$ cat config.mk
export PLATFORM = sky130hd
export DESIGN_NAME = fifo_nibble_packer
export DESIGN_NICKNAME = d
export VERILOG_FILES = /design/src/rtl/fifo_nibble_packer.sv
export SDC_FILE = /design/constraint.sdc
export NUM_CORES = 1
export LEC_CHECK = 0
export ABC_AREA = 0
export CORE_MARGIN = 1
export CORE_UTILIZATION = 43
export DETAILED_ROUTE_END_ITERATION = 16
export GPL_TIMING_DRIVEN = 1
export PLACE_DENSITY = 0.79
export SLEW_MARGIN = 25
export SYNTH_ARGS = -nofsm -noshare
export SYNTH_HDL_FRONTEND = slang
export SYNTH_SLANG_ARGS = --single-unit
$ cat constraint.sdc
create_clock -name clk -period 2.1 [get_ports clk]
set_input_delay 0.315 -clock clk [delete_from_list [all_inputs] [get_ports clk]]
set_output_delay 0.315 -clock clk [all_outputs]
set_load 0.05 [all_outputs]
$ cat src/rtl/fifo_nibble_packer.sv
// fifo_nibble_packer: drains a nibble FIFO and packs nibble pairs into bytes on a valid/ready output
module fifo_nibble_packer #(
  parameter int CNT_W = 8
) (
  input  logic             clk,
  input  logic             rst,
  input  logic             fifo_empty,
  input  logic [3:0]       fifo_data,
  output logic             fifo_rd,
  input  logic             flush,
  output logic [7:0]       out_data,
  output logic             out_valid,
  input  logic             out_ready,
  output logic             partial,
  output logic [CNT_W-1:0] byte_cnt
);
  typedef enum logic [2:0] {S_LO, S_LO_W, S_HI, S_HI_W, S_OUT} state_t;
  state_t     state;
  logic [3:0] lo;
  always_comb begin
    fifo_rd = rst && !flush && !fifo_empty &&
              (state == S_LO || state == S_HI || state == S_LO_W || (state == S_OUT && out_ready));
    partial = state == S_HI || state == S_HI_W;
  end
  always_ff @(posedge clk) begin
    if (!rst) begin
      state     <= S_LO;
      lo        <= '0;
      out_data  <= '0;
      out_valid <= 1'b0;
      byte_cnt  <= '0;
    end else if (flush) begin
      state     <= S_LO;
      lo        <= '0;
      out_valid <= 1'b0;
    end else begin
      case (state)
        S_LO:   state <= fifo_rd ? S_LO_W : S_LO;
        S_LO_W: begin
          lo    <= fifo_data;
          state <= fifo_rd ? S_HI_W : S_HI;
        end
        S_HI:   state <= fifo_rd ? S_HI_W : S_HI;
        S_HI_W: begin
          out_data  <= {fifo_data, lo};
          out_valid <= 1'b1;
          state     <= S_OUT;
        end
        S_OUT: if (out_ready) begin
          out_valid <= 1'b0;
          byte_cnt  <= byte_cnt + CNT_W'(1);
          state     <= fifo_rd ? S_LO_W : S_LO;
        end
        default: state <= S_LO;
      endcase
    end
  end
endmodule

-- Word level (Yosys, flattened, before mapping)
Cells that the tools add are included.
- bits in registers: 24
- word-level logic and storage cells: 36
- input port bits: 9
- multiplexer cells: 6
- equal/unequal tests: 5
- add/subtract/negate cells: 1
- reductions and logical operators: 17
- bitwise operators: 2
- operators with widths (operator ; count):
    3-bit case mux with 4 select lines ; 1
    8-bit by 1-bit adder with 8-bit output (second input constant) ; 1
    3-bit by 2-bit == test with 1-bit output (second input constant) ; 2
    1-bit logical AND ; 4
    1-bit logical OR ; 4
    2-bit AND reduction ; 2
    2-bit OR reduction ; 2
    3-bit by 1-bit == test with 1-bit output (second input constant) ; 1
    3-bit == test (second input constant) ; 1
    3-bit logical NOT ; 1
    1-bit 2-to-1 mux ; 3
    3-bit 2-to-1 mux ; 1
    3-bit AND reduction ; 1
    1-bit logical NOT ; 2
    2-bit inequality test (second input constant) ; 1
    1-bit inverter ; 2
    1-bit case mux with 2 select lines ; 1
    2-bit nonzero test ; 1

-- Logic depth before layout (Yosys ltp)
Gate-level depths: netlist (run 1).
- word-level depth: 8
- mapped depth: 5
- depth with buffers taken out: 4

-- Worst setup path after synthesis (run 1)
No wires, ideal clock.
- path type: register -> register
- start point: register byte_cnt[0]
- end point: register byte_cnt[2]
- stages on the path, launching flop included: 5
- slack: 0.408 ns
- setup time: 0.070 ns
- clock period less this slack: 1.692 ns
- arrival: 1.622 ns
- cells stage by stage: dfxtp_1 -> ha_1 -> inv_1 -> or4_1 -> a21oi_1
- longest elaborated chain between the ends: 1
- RTL lines (item ; RTL line ; RTL):
    start, declared ; 15 ; output logic [CNT_W-1:0] byte_cnt
    start signal, assigned ; 51 ; byte_cnt <= byte_cnt + CNT_W'(1);
    8-bit by 1-bit adder with 8-bit output ; 51 ;
Every way passes these cells.
A chain may end at the register's enable or synchronous reset.

-- Final worst setup path (run 1)
- start point: register byte_cnt[0]
- end point: output port byte_cnt[0]
No word-level cell between the ends.

==> results of run 1 <==
## cell families (layout without fill, tap and decap cells)
kind of cell | after synthesis | after routing
simple gates | 42 | 42
flops | 24 | 24
compound gates | 21 | 21
mux | 12 | 12
buf+inv | 11 | 36
fa+ha+maj | 1 | 1
xor+xnor | 1 | 1
## flip-flops by register name, summed over array words and instances (netlist names)
name,cells
byte_cnt,8
lo,4
out_data,8
out_valid,1
state,3
## layer usage
layer | vias up | global-route usage [%]
met1 | 431 | 21.6
met5 | - | 0
met2 | 21 | 32.7
met4 | 0 | 8.11
met3 | 4 | 6.73
li1 | 447 | -
## how the worst min path moves through the flow
stage	from	end	slack [ns]	cells past startpoint
after floorplan	lo[0]	lo[0]	0.46	2
after global placement	byte_cnt[7]	byte_cnt[7]	0.47	2
after detailed placement	byte_cnt[7]	byte_cnt[7]	0.48	2
after CTS	byte_cnt[7]	byte_cnt[7]	0.50	2
after global routing	byte_cnt[7]	byte_cnt[7]	0.53	2
final	byte_cnt[7]	byte_cnt[7]	0.49	2
## power breakdown
group          switching [mW]  leakage (nW)  internal [mW]
clock network           0.140        0.0279          0.193
logic                  0.0259         0.224         0.0278
registers             0.00347         0.194          0.458
total                   0.169         0.446          0.679
## cell usage in the layout, fill, tap and decap left out, types with 3 or more instances in the layout
cell             instances
o31ai_1                  6
clkdlybuf4s50_1         25
a21oi_1                 11
inv_1                    3
mux2i_1                 12
or4_1                    6
buf_4                    3
dfxtp_1                 24
nor2_1                  16
clkbuf_4                 3
## per-stage QoR
| step | total power, mW | cell area [um2] |
|---|---|---|
| final | 0.848 | 1390 |
| after global routing | 0.883 | 1390 |
| after CTS | 0.851 | 1390 |
| after detailed placement | 0.526 | 1330 |
| after global placement | 0.524 | 1330 |
| after floorplan | 0.502 | 1060 |
## cell type report
type | instances | share of cell area (%)
clock buffers | 3 | 1.62
clock inverters | 1 | 2.17
inverters | 3 | 0.812
multi-input cells | 77 | 37.1
flip-flops and latches | 24 | 34.7
well taps | 28 | 2.53
repair buffers | 29 | 21.1
==> reports/results.ini, run 1 <==
[cts]
htree_num_levels=1
tritoncts=done
hold_buffers=0
clock_latency_ns=0.32
post-cts-setup-buffers=0
cts_buffer_depth=2
clkTransAtPathRegs_ns=0.12
cts_root_buffer=clkbuf_4
numCtsBuffers=3
numClockSinks=24
cts_resized=0

[synth]
postSynthCellCount=112
yosys-top-cells-count=24 x dfxtp_1, 16 x nor2_1, 12 x mux2i_1
syn_area_um2=1060
syn_avg_cell_area_um2=9.43
synth_compound_area_share_pct=11.8
synthMuxAreaShare_pct=11.4
synth_ff_type=dfxtp_1
synth_top_family_by_area=simple AND/OR/NAND/NOR gates
synth.distinct_cells=28
yosys-top-cells-area=dfxtp_1 45%, mux2i_1 11%, nor2_1 5.7%
synth_most_common_cell=dfxtp_1
synth_top_area_share_pct=45.5
synthArstFlopShare_pct=0
synth_xor_xnor_area_share_pct=0.829
syn_nets=122
synth-simple-area-share_pct=22.9
synth-seq-cells=24
synth_top_area_cell=dfxtp_1
synth_warnings=0
synth_edf_count=0
synth_adder_area_share_pct=1.18
yosysSeqAreaShare_pct=45.5

[cells_and_area]
drive_gt1_share_pct=7.30
areaGrowthSynthToFinish_pct=31.3
fillers=204
regArea_um2=480
postLayoutCoreUtil_pct=61.5
n_antenna_cell=0
nNetsFinal=148
multi_input_area_um2=514
layout.cells.non_filler=165

[sta]
fin_hold_ws_ns=0.492
post-route-period-util_pct=91.5
slew_viol_final=0
fin_tns_setup_ns=0
max_clock_freq_mhz=521
finalWorstSetupSlack_ns=0.179
fin_worst_skew_ns=0.00570
worst_pin_slew_ns=0.519
final-setup-viol-count=0
finalHoldViolations=0
rsz0062_at_grt=false
post-route-min-period_ns=1.92
slew_headroom_pct=65.3

[placement]
gp_congestion=0.783
dpl.hpwl_mm=1.52
dp.cells=161
dp_slack_ns=0.151
numPortBuffers=27

[min_path]
hold_path_class=register to register

[die]
die_w_um=51.6
core_um2=2250
die_h_um=51.6
die-area_um2=2660
ioPinCount=28
row_count=17
floorplan.initialDensity_pct=46.8

[setup_path]
cp-end-kind=primary output
slowest_delay_ns=0.84
cp.depth=1
cp.buffers_inverters=1
ff2ff_setup_slack_ns=0.39
cp_data_arrival_time_ns=1.61
critical_path.startpoint=byte_cnt[0]
r2r_end=byte_cnt[4]
setup.worst_path.start_class=register
critical-path-top-delay-family=buffers and inverters
path_class=register to primary output
crit_end=byte_cnt[0]
r2r_cells=3
critPathMaxFanout=7
crit_slowest_cell=clkdlybuf4s50_1
cp.required_ns=1.78
crit_chain=clkdlybuf4s50_1
r2r-start=state[2]

[route]
dr_wl_met2_mm=1.05
antenna_left=0
routed_via_density=5.47
num_vias=903
post_drt_wl_per_cell_um=12.8
drt-met1-wl_um=904
drc=0
wl_met3_um=122
drtIter0Drc=10
top_layer_used=met4
drt-pass1-iter-count=4
drt_wl_total_mm=2.11

[pwr]
ir_drop_uv=534
p_per_area_nw_per_um2=611
cellLeakagePower_nw=0.446

[outcome]
status=finished, final reports clean

[grt]
antenna_found_initial=0
grt_pass1_vias=852
grt_pass1_wl_mm=3.73
overflow=0
grt_use_total_pct=19.2
grt_max_degree=17

[flow_run]
cap_violations=0

Power figures use the tool's default switching activity.
==> run 2, diff against run 1 <==
--- a/config.mk
+++ b/config.mk
@@ -7,10 +7,11 @@
 export LEC_CHECK = 0
 export ABC_AREA = 0
 export CORE_MARGIN = 1
-export CORE_UTILIZATION = 43
+export CORE_UTILIZATION = 25
 export DETAILED_ROUTE_END_ITERATION = 16
+export GPL_ROUTABILITY_DRIVEN = 0
 export GPL_TIMING_DRIVEN = 1
-export PLACE_DENSITY = 0.79
+export PLACE_DENSITY = 0.54
 export SLEW_MARGIN = 25
 export SYNTH_ARGS = -nofsm -noshare
 export SYNTH_HDL_FRONTEND = slang
==> reports/results.ini, run 2 (synthesis results as in run 1) <==
[placement]
place_area_um2=1360
dp_slack_ns=0.178
numPortBuffers=27
dpl.hpwl_mm=1.63

[cells_and_area]
top_regs=byte_cnt: 8 flops, out_data: 8 flops, lo: 4 flops
layout_common_cells=25 x clkdlybuf4s50_1, 24 x dfxtp_1, 16 x nor2_1
regArea_um2=480
final_area_um2=1430
drive_gt1_share_pct=7.30
postLayoutCoreUtil_pct=35.6
areaGrowthSynthToFinish_pct=35.7
final_common_cell=clkdlybuf4s50_1
fillers=422
multi_input_area_um2=514
nNetsFinal=148
n_antenna_cell=0

[sta]
fin_tns_setup_ns=0
finalHoldViolations=0
slew_viol_final=0
final-setup-viol-count=0
worst_pin_slew_ns=0.518
post-route-min-period_ns=1.85
post-route-period-util_pct=88.1
finalWorstSetupSlack_ns=0.249
slew_headroom_pct=65.4
rsz0062_at_grt=false
max_clock_freq_mhz=540
fin_worst_skew_ns=0.00230

[setup_path]
critical-path-top-delay-family=buffers and inverters
critPathMaxFanout=7
path_class=register to primary output
cp_data_arrival_time_ns=1.54
crit_slowest_cell=clkdlybuf4s50_1
setup.worst_path.start_class=register
cp-end-kind=primary output
crit_chain=clkdlybuf4s50_1
slowest_delay_ns=0.84
cp.buffers_inverters=1
cp.required_ns=1.78

[grt]
overflow=0
grt_pass1_wl_mm=3.95
grt_pass1_vias=855
grt_max_degree=17
antenna_found_initial=0
grt_use_total_pct=11.7

[route]
drt_wl_total_mm=2.25
drtIter0Drc=49
routed_via_density=4.74
drt-pass1-iter-count=4
antenna_left=0
drc=0
post_drt_wl_per_cell_um=12.0
num_vias=887

[die]
floorplan.initialDensity_pct=26.2
ioPinCount=28
die-area_um2=4490
die_h_um=67.0
core_um2=4030
row_count=23
die_w_um=67.0

[pwr]
clkPwrFrac_pct=44.0
switching_power_mw=0.181
p_per_area_nw_per_um2=643
power_frac_seq_pct=50.0
ir_drop_uv=351
switching_share_pct=19.7
power_frac_comb_pct=6.0
p_int_mw=0.740
cellLeakagePower_nw=0.453

[min_path]
hold_path_class=register to register

[cts]
clock_latency_ns=0.27
tritoncts=done
cts_resized=0
numCtsBuffers=3
clkTransAtPathRegs_ns=0.09
post-cts-setup-buffers=0
cts_root_buffer=clkbuf_8
hold_buffers=0
htree_num_levels=1
numClockSinks=24
cts_buffer_depth=2

[flow_run]
cap_violations=0

[outcome]
status=finished, final reports clean

[run 2: through the flow]
stage	std cells	hold WS, ns	power [mW]
final	187	0.505	0.921
after global routing	187	0.523	0.959
after CTS	187	0.513	0.937
after detailed placement	183	0.483	0.527
after global placement	183	0.473	0.526
after floorplan	112	0.460	0.502
[run 2: worst paths after layout]
path	from	endpoint	slack [ns]	cells after the start
max	byte_cnt[0]	byte_cnt[0]	0.25	1
min	out_data[4]	out_data[4]	0.50	2
max reg2reg	state[2]	byte_cnt[3]	0.44	3
min reg2reg	out_data[4]	out_data[4]	0.50	2
[run 2: routing by layer]
| layer | track usage [%] | wire length, um | up-vias |
|---|---|---|---|
| met5 | 0 | 0 | - |
| met4 | 2.39 | 8 | 0 |
| met3 | 4.11 | 97 | 2 |
| met2 | 19.6 | 1040 | 20 |
| met1 | 14.3 | 1100 | 414 |
| li1 | - | - | 451 |
[run 2: power by group through the flow]
| stage | clock [mW] | combinational, mW | sequential (mW) |
|---|---|---|---|
| floorplan | 0 | 0.0331 | 0.469 |
| global placement | 0 | 0.0542 | 0.471 |
| detailed placement | 0 | 0.0554 | 0.472 |
| CTS | 0.421 | 0.0557 | 0.461 |
| global route | 0.437 | 0.0602 | 0.461 |
| finish | 0.406 | 0.0548 | 0.461 |
[run 2: final cells by class]
| cell class | instances | share of cell area [%] |
|---|---|---|
| timing repair buffer | 29 | 20.4 |
| sequential | 24 | 33.5 |
| tap | 50 | 4.37 |
| multi-input combinational | 77 | 35.9 |
| inverter | 3 | 0.786 |
| clock buffer | 3 | 2.88 |
| clock inverter | 1 | 2.10 |
